**src/rtl/divu_unit_if.sv**
```systemverilog
// Handshake and result bundle between the issuing pipeline stage and the DIVU divider.
// Latency: pure wiring, none.
// Backpressure: none on the wires; the issuer must only start while the divider is not busy.
interface divu_unit_if #(
    parameter int WIDTH = 32
);
    logic               start;
    logic [WIDTH-1:0]   dataA;
    logic [WIDTH-1:0]   dataB;
    logic               busy;
    logic               done;
    logic               divByZero;
    logic [2*WIDTH-1:0] dataOut;

    // Issuer side: drives the request, observes status and result.
    modport master (
        output start, dataA, dataB,
        input  busy, done, divByZero, dataOut
    );

    // Divider side: consumes the request, drives status and result.
    modport slave (
        input  start, dataA, dataB,
        output busy, done, divByZero, dataOut
    );
endinterface

```
**src/rtl/divu_unit.sv**
```systemverilog
// Restoring shift-subtract unsigned divider producing {remainder, quotient} for HI/LO.
// Latency: WIDTH+1 edges from accepted start to the done pulse; one quotient bit per clock.
// Backpressure: start is ignored while busy; a start during the done cycle is accepted back-to-back.
module divu_unit #(
    parameter int WIDTH = 32
) (
    input  logic        clk,
    input  logic        reset,
    divu_unit_if.slave  bus
);
    localparam int CW = $clog2(WIDTH);

    typedef enum logic [1:0] {
        IDLE = 2'd0,
        RUN  = 2'd1,
        DONE = 2'd2
    } state_t;

    state_t              state;
    state_t              nextState;

    logic [WIDTH-1:0]    divReg;
    logic [2*WIDTH-1:0]  work;
    logic [CW-1:0]       cnt;
    logic                divByZero;
    logic [2*WIDTH-1:0]  dataOut;

    logic                accept;
    logic                lastIter;
    logic [2*WIDTH-1:0]  shifted;
    logic [WIDTH:0]      trial;
    logic                trialFits;
    logic [WIDTH-1:0]    diffLow;
    logic [2*WIDTH-1:0]  stepWork;

    // Request acceptance and loop termination decode.
    always_comb begin
        accept   = bus.start && (state != RUN);
        lastIter = (cnt == CW'(WIDTH - 1));
    end

    // One restoring step: shift left, trial-subtract the divisor from the upper half.
    // The bit shifted out of the top is kept as the 33rd bit of the trial value,
    // otherwise divisors above 2^31 would lose the carry and give a wrong quotient.
    always_comb begin
        shifted   = {work[2*WIDTH-2:0], 1'b0};
        trial     = {work[2*WIDTH-1], shifted[2*WIDTH-1:WIDTH]};
        trialFits = (trial >= {1'b0, divReg});
        diffLow   = trial[WIDTH-1:0] - divReg;
        stepWork  = shifted;
        if (trialFits) begin
            stepWork[2*WIDTH-1:WIDTH] = diffLow;
            stepWork[0]               = 1'b1;
        end
    end

    // State register.
    always_ff @(posedge clk or negedge reset) begin
        if (!reset) begin
            state <= IDLE;
        end else begin
            state <= nextState;
        end
    end

    // Next-state decode; DONE re-enters RUN directly when a new request is waiting.
    always_comb begin
        nextState = state;
        case (state)
            IDLE: begin
                if (bus.start) begin
                    nextState = RUN;
                end
            end
            RUN: begin
                if (lastIter) begin
                    nextState = DONE;
                end
            end
            DONE: begin
                nextState = bus.start ? RUN : IDLE;
            end
            default: begin
                nextState = IDLE;
            end
        endcase
    end

    // Operand capture, iteration datapath and result publication.
    // dataOut is only written on the edge entering DONE so the partial word never leaks.
    always_ff @(posedge clk or negedge reset) begin
        if (!reset) begin
            divReg    <= '0;
            work      <= '0;
            cnt       <= '0;
            divByZero <= 1'b0;
            dataOut   <= '0;
        end else if (accept) begin
            divReg    <= bus.dataB;
            work      <= {{WIDTH{1'b0}}, bus.dataA};
            cnt       <= '0;
            divByZero <= (bus.dataB == '0);
        end else if (state == RUN) begin
            work <= stepWork;
            cnt  <= cnt + CW'(1);
            if (lastIter) begin
                dataOut <= stepWork;
            end
        end
    end

    // Status flags decode straight from the state flop; the others come from registers.
    assign bus.busy      = (state == RUN);
    assign bus.done      = (state == DONE);
    assign bus.divByZero = divByZero;
    assign bus.dataOut   = dataOut;

endmodule

```
**src/flat_wrapper.sv**
```systemverilog
// flat-port wrapper written by rule: the top's interface ports become plain ports
module divu_unit_flat 
#(
    parameter int WIDTH = 32
)
  (clk, reset, bus_start, bus_dataA, bus_dataB, bus_busy, bus_done, bus_divByZero, bus_dataOut);
  divu_unit_if #(.WIDTH(WIDTH)) bus_i ();
  input  logic clk;
  input  logic reset;
  input wire logic [$bits(bus_i.start)-1:0] bus_start;
  input wire logic [$bits(bus_i.dataA)-1:0] bus_dataA;
  input wire logic [$bits(bus_i.dataB)-1:0] bus_dataB;
  output wire logic [$bits(bus_i.busy)-1:0] bus_busy;
  output wire logic [$bits(bus_i.done)-1:0] bus_done;
  output wire logic [$bits(bus_i.divByZero)-1:0] bus_divByZero;
  output wire logic [$bits(bus_i.dataOut)-1:0] bus_dataOut;
  assign bus_i.start = bus_start;
  assign bus_i.dataA = bus_dataA;
  assign bus_i.dataB = bus_dataB;
  assign bus_busy = bus_i.busy;
  assign bus_done = bus_i.done;
  assign bus_divByZero = bus_i.divByZero;
  assign bus_dataOut = bus_i.dataOut;
  divu_unit #(.WIDTH(WIDTH)) u_core (.clk(clk), .reset(reset), .bus(bus_i));
endmodule
```
**config.mk**
```make
export PLATFORM = sky130hd
export DESIGN_NAME = divu_unit_flat
export DESIGN_NICKNAME = d
export VERILOG_FILES = /design/src/rtl/divu_unit_if.sv /design/src/rtl/divu_unit.sv /design/src/flat_wrapper.sv
export SDC_FILE = /design/constraint.sdc
export NUM_CORES = 1
export LEC_CHECK = 0
export BUFFER_PORTS_ARGS = -buffer_cell sky130_fd_sc_hd__buf_2
export CAP_MARGIN = 20
export CORE_ASPECT_RATIO = 0.5
export CORE_UTILIZATION = 59
export CTS_BUF_LIST = sky130_fd_sc_hd__clkbuf_2
export DETAILED_ROUTE_END_ITERATION = 10
export GPL_TIMING_DRIVEN = 0
export PLACE_DENSITY = 0.81
export SYNTH_ARGS = -nofsm -noshare
export SYNTH_HDL_FRONTEND = slang
export SYNTH_SLANG_ARGS = --single-unit
export TNS_END_PERCENT = 50
```
**constraint.sdc**
```tcl
create_clock -name clk -period 3.2 [get_ports clk]
set_clock_uncertainty 0.2 [all_clocks]
set_input_delay 0.48 -clock clk [delete_from_list [all_inputs] [get_ports clk]]
set_output_delay 0.48 -clock clk [all_outputs]
set_load 0.02 [all_outputs]
```
* Yosys cells after proc, flatten, opt, wreduce, memory -nomap -nowiden
Cells that the tools add are included.
** Storage, ports and cells
- Register bits :: 168
- Output and inout port bits :: 67
- Logic and storage cells :: 32
** Cells by class
- $add $sub $neg :: 2
- Magnitude comparators :: 1
- Equality and inequality tests :: 6
- Muxes and demuxes :: 10
- Bitwise operators :: 1
- Reduce and logical (&&, ||, !) cells :: 6
** Operators by type and width (number)
- 2-to-1 mux 64 bit :: 2
- greater-or-equal comparator 33 x 32 -> 1 bit :: 1
- zero test 32 bit :: 1
- 2-to-1 mux 32 bit :: 1
- subtractor 32 bit :: 1
- 2-to-1 mux 5 bit :: 2
- one-hot mux 2 bit (3 select lines) :: 1
- adder 5 x 1 -> 5 bit, second input constant :: 1
- equality test 5 bit, second input constant :: 1
- 2-to-1 mux 2 bit :: 2
- inequality test 2 x 1 -> 1 bit, second input constant :: 2
- AND reduction 3 bit :: 1
- equality test 2 x 1 -> 1 bit, second input constant :: 1
- equality test 2 bit, second input constant :: 1
- zero test 2 bit :: 1
- 2-to-1 mux 1 bit :: 2
- inequality test 2 bit, second input constant :: 1
- AND reduction 2 bit :: 1
- nonzero test 2 bit :: 1
- logical AND 1 bit :: 1
- NOT 1 bit :: 1

* Depth between registers and ports, before layout
- Depth in word-level cells :: 4
- Gate-level depth with buffers :: 12
- Depth with buffers taken out :: 12

* Least setup slack after synthesis
OpenSTA, ideal clock, no wires.
- Path type :: register to register
- Start point :: register u_core.work[54]
- End point :: register u_core.dataOut[32], in the netlist u_core.bus.dataOut[32]
- Arrival :: 2535 ps
- Slack :: 383 ps
- Cell stages (with the launch flop) :: 10
- Buffers on the path :: 0
- Period minus slack after synthesis :: 2817 ps
- Path through :: dfrtp_1 > ha_1 > a21o_1 > a21o_1 > a41o_1 > or3_1 > o21ai_2 > o21a_4 > mux2_2 > o21ai_0
** Between the ends
- Word-level cells in the longest chain between the ends :: 2
** Ends and longest elaborated chain
- start: declaration :: line divu_unit.sv:23 : logic [2*WIDTH-1:0] work;
- start signal: assignment :: line divu_unit.sv:100 : work <= {{WIDTH{1'b0}}, bus.dataA};
- start signal: assignment :: line divu_unit.sv:104 : work <= stepWork;
- greater-or-equal comparator 33 x 32 -> 1 bit :: line divu_unit.sv:48 : trialFits = (trial >= {1'b0, divReg});
- 2-to-1 mux 32 bit :: line divu_unit.sv:51 : if (trialFits) begin
- end signal: assignment :: line divu_unit.sv:107 : dataOut <= stepWork;
- end: declaration :: line divu_unit.sv:26 : logic [2*WIDTH-1:0] dataOut;
No other way between the ends.
A chain may end at the register's enable or synchronous reset.

* Final worst setup path
- Start point :: register u_core.work[54]
- End point :: register u_core.dataOut[61], in the netlist u_core.bus.dataOut[61]
** Between the ends
- Word-level cells in the longest chain between the ends :: 2
- Elaborated cells on any way between the ends :: 3
- Classes of those cells :: add/sub: 1; order compare: 1; mux: 1
** Ends and longest elaborated chain (line)
- subtractor 32 bit or greater-or-equal comparator 33 x 32 -> 1 bit (tied branches) :: divu_unit.sv:49, divu_unit.sv:48
- 2-to-1 mux 32 bit (*) :: divu_unit.sv:51
Every way passes the cells marked *; elsewhere a longest branch is shown, timed or not.

==> reports/results.ini <==
[yosys]
synth_cell_types = 63
syn_nets = 1052
synthArstFlopShare = 1.00
yosysMostFrequentCell = nand2_1
synth_flop_cell = dfrtp_1
synth_top_area_share = 0.469
synth-seq-cells = 168
synth_top_cell_by_area = dfrtp_1
ys_warn_count = 0
synth_edf_count = 0
synth_common_cells = nand2_1 (193), dfrtp_1 (168), o21ai_0 (107)
postSynthCellCount = 950
netlist_area_um2 = 8960
yosysSeqAreaShare = 0.469
synth_area_per_cell_um2 = 9.43
netlist_top_cells_area = dfrtp_1 (47%), nand2_1 (8.1%), mux2i_1 (6.8%), o21ai_0 (6.0%), ha_1 (4.7%)

[place]
dp.cells = 1281
port_buffers = 132
gp_congestion = 0.912
hpwl_um = 16700
post-place-ws_ns = -0.0532
placed_cell_area_um2 = 9910

[worst_setup_path]
cp-start-kind = register
cp.arrival_ns = 3.62
cp_max_fo = 7
reg2regPathDepth = 9
critPathCaptureType = register
critical_path_class = reg2reg
cp.required_ns = 3.70

[sta]
tightest_slew_ns = 0.779
hold_ws_ns = 0.101
period_needed_ns = 3.11
finalSetupViolCount = 0
final_hold_viol_count = 0
finalWorstSetupSlack_ns = 0.0862
fin_crit_sh = 0.973
grt_setup_unrepaired = true
max_slew_margin = 0.476
drv_slew = 0
max_freq_mhz = 321

[clock_tree]
clock_latency_ns = 0.80
tritoncts = built
cts_sinks = 168
root_buffer = clkbuf_2
ctsLongestPathBuffers = 2
clk_pin_slew_ns = 0.25
htreeDepth = 4
cts_buffers = 17

[floorplan]
die_w_um = 176
rows = 31
die_y_um = 89.2
coreArea_um2 = 14700
start_util = 0.611
die-area_um2 = 15700
boundaryPins = 134

[detailed_routing]
wirelength_um = 24200
drt-pass1-iter-count = 5
drtIter0Drc = 595
wl_per_cell_um = 17.5
drc = 0
postRouteAntennaNets = 0
vias = 7956
viasPerCell = 5.74

[final_layout]
finalInstanceArea_um2 = 11000
synthToLayoutAreaGrowth_pct = 22.8
final_util = 0.750
layout-drive-gt1-share = 0.206
nets = 1276
final_cells = 1386

[job]
maxCapViolations = 0

[worst_hold_path]
hold_depth = 3
min_path_type = in2reg

[global_routing]
grt_pass1_wl_um = 38400
grt_overflow = 0
antenna_found_initial = 1
grt_pass1_vias = 7614
grt_max_degree = 104
grtUsageTotal = 0.318

[power]
p_leak_nw = 5.15
p_per_area_nw_per_um2 = 1150
max-vdd-ir-drop_mv = 0.471

[outcome]
outcome = finished clean

## metrics by stage
step	total power [W]	TNS [ns]
floorplan	0.00911	0
global placement	0.0107	-172.32
detailed placement	0.0110	-0.185
CTS	0.0124	0
global route	0.0137	-0.0321
finish	0.0127	0
## registers in the layout (all words and copies together), names as in the netlist
signal,flops
u_core.bus.divByZero,1
u_core.cnt,5
u_core.divReg,32
u_core.bus.dataOut,64
u_core.work,64
u_core.state,2
## report_power, final
| part | switching (W) | internal, W |
|---|---|---|
| sequential | 0.000589 | 0.00298 |
| clock | 0.000838 | 0.000393 |
| combinational | 0.00471 | 0.00320 |
| total | 0.00613 | 0.00657 |
## layer usage
metal / wire (um) / share of wire / up-vias / track usage
met5: 0 / 0 / - / 0
met4: 538 / 0.022 / 0 / 0.0988
met3: 1510 / 0.062 / 45 / 0.0668
met2: 11400 / 0.47 / 287 / 0.530
met1: 10800 / 0.45 / 3851 / 0.423
li1: - / - / 3773 / -
## layout make-up
| class | count | area [um2] |
|---|---|---|
| timing repair buffer | 210 | 1470 |
| clock buffer | 19 | 95.1 |
| antenna | 1 | 2.50 |
| sequential | 168 | 4200 |
| multi-input combinational | 684 | 4400 |
| inverter | 44 | 169 |
| fill | 1067 | 3660 |
| tap | 198 | 248 |
| clock inverter | 13 | 161 |
| buffer | 49 | 249 |
## cells by family (layout without fill, tap and decap cells)
logic type               after synthesis  in the layout  synth area share
AO/OA/AOI/OAI                        210            210             0.138
flip-flops                           168            168             0.469
adder cells (fa/ha/maj)               35             35            0.0497
buffers and inverters                 98            335            0.0482
AND/OR/NAND/NOR                      318            318             0.159
other                                  0              1                 0
XOR/XNOR                              27             27            0.0264
multiplexers                          94             94             0.110
## cells in the final DEF, fill, tap and decap left out, drive strengths merged, types with 2 or more instances in the layout
cell         count
nand2          194
dfrtp          168
buf            152
o21ai          116
dlygate4sd3     73
mux2i           61
nand3           53
clkbuf          53
inv             48
a21oi           38
ha              34
mux2            33
xnor2           19
nor2            17
nor4            11
nor3            11
o211ai           9
xor2             8
a31oi            8
a21o             7
nand4            7
a211oi           7
o21bai           5
o31ai            5
and3             5
nor2b            4
and4             4
clkinv           4
or3              3
clkinvlp         3
nand2b           2
bufinv           2
o21a             2
nor3b            2
a21boi           2
## path summary, 6_finish.rpt
kind,start,to,slack (ns)
max in group asynchronous,reset,u_core.work[10],1.15
max reg2reg,u_core.work[54],u_core.bus.dataOut[61],0.09
max,u_core.work[54],u_core.bus.dataOut[61],0.09
min in group asynchronous,reset,u_core.bus.dataOut[25],0.51
min reg2reg,u_core.bus.dataOut[46],u_core.bus.dataOut[46],0.30
min,bus_start,u_core.work[0],0.10
## critical path, cell delays in order, from the launching register on
cell      delay [ns]
dfrtp_1         0.46
ha_2            0.35
a21o_1          0.22
a21o_1          0.19
a41o_1          0.23
or3_1           0.42
o211ai_1        0.31
a21oi_1         0.12
a311o_2         0.39
o211ai_1        0.17
## what timing repair did
action,CTS,global route
endpoints found under the setup margin,52,63
setup buffers,2,3
endpoints found under the hold margin,233,0
pin swaps,1,4
gates resized for setup,4,18
hold buffers,71,0
(Power assumes the default switching activity.)
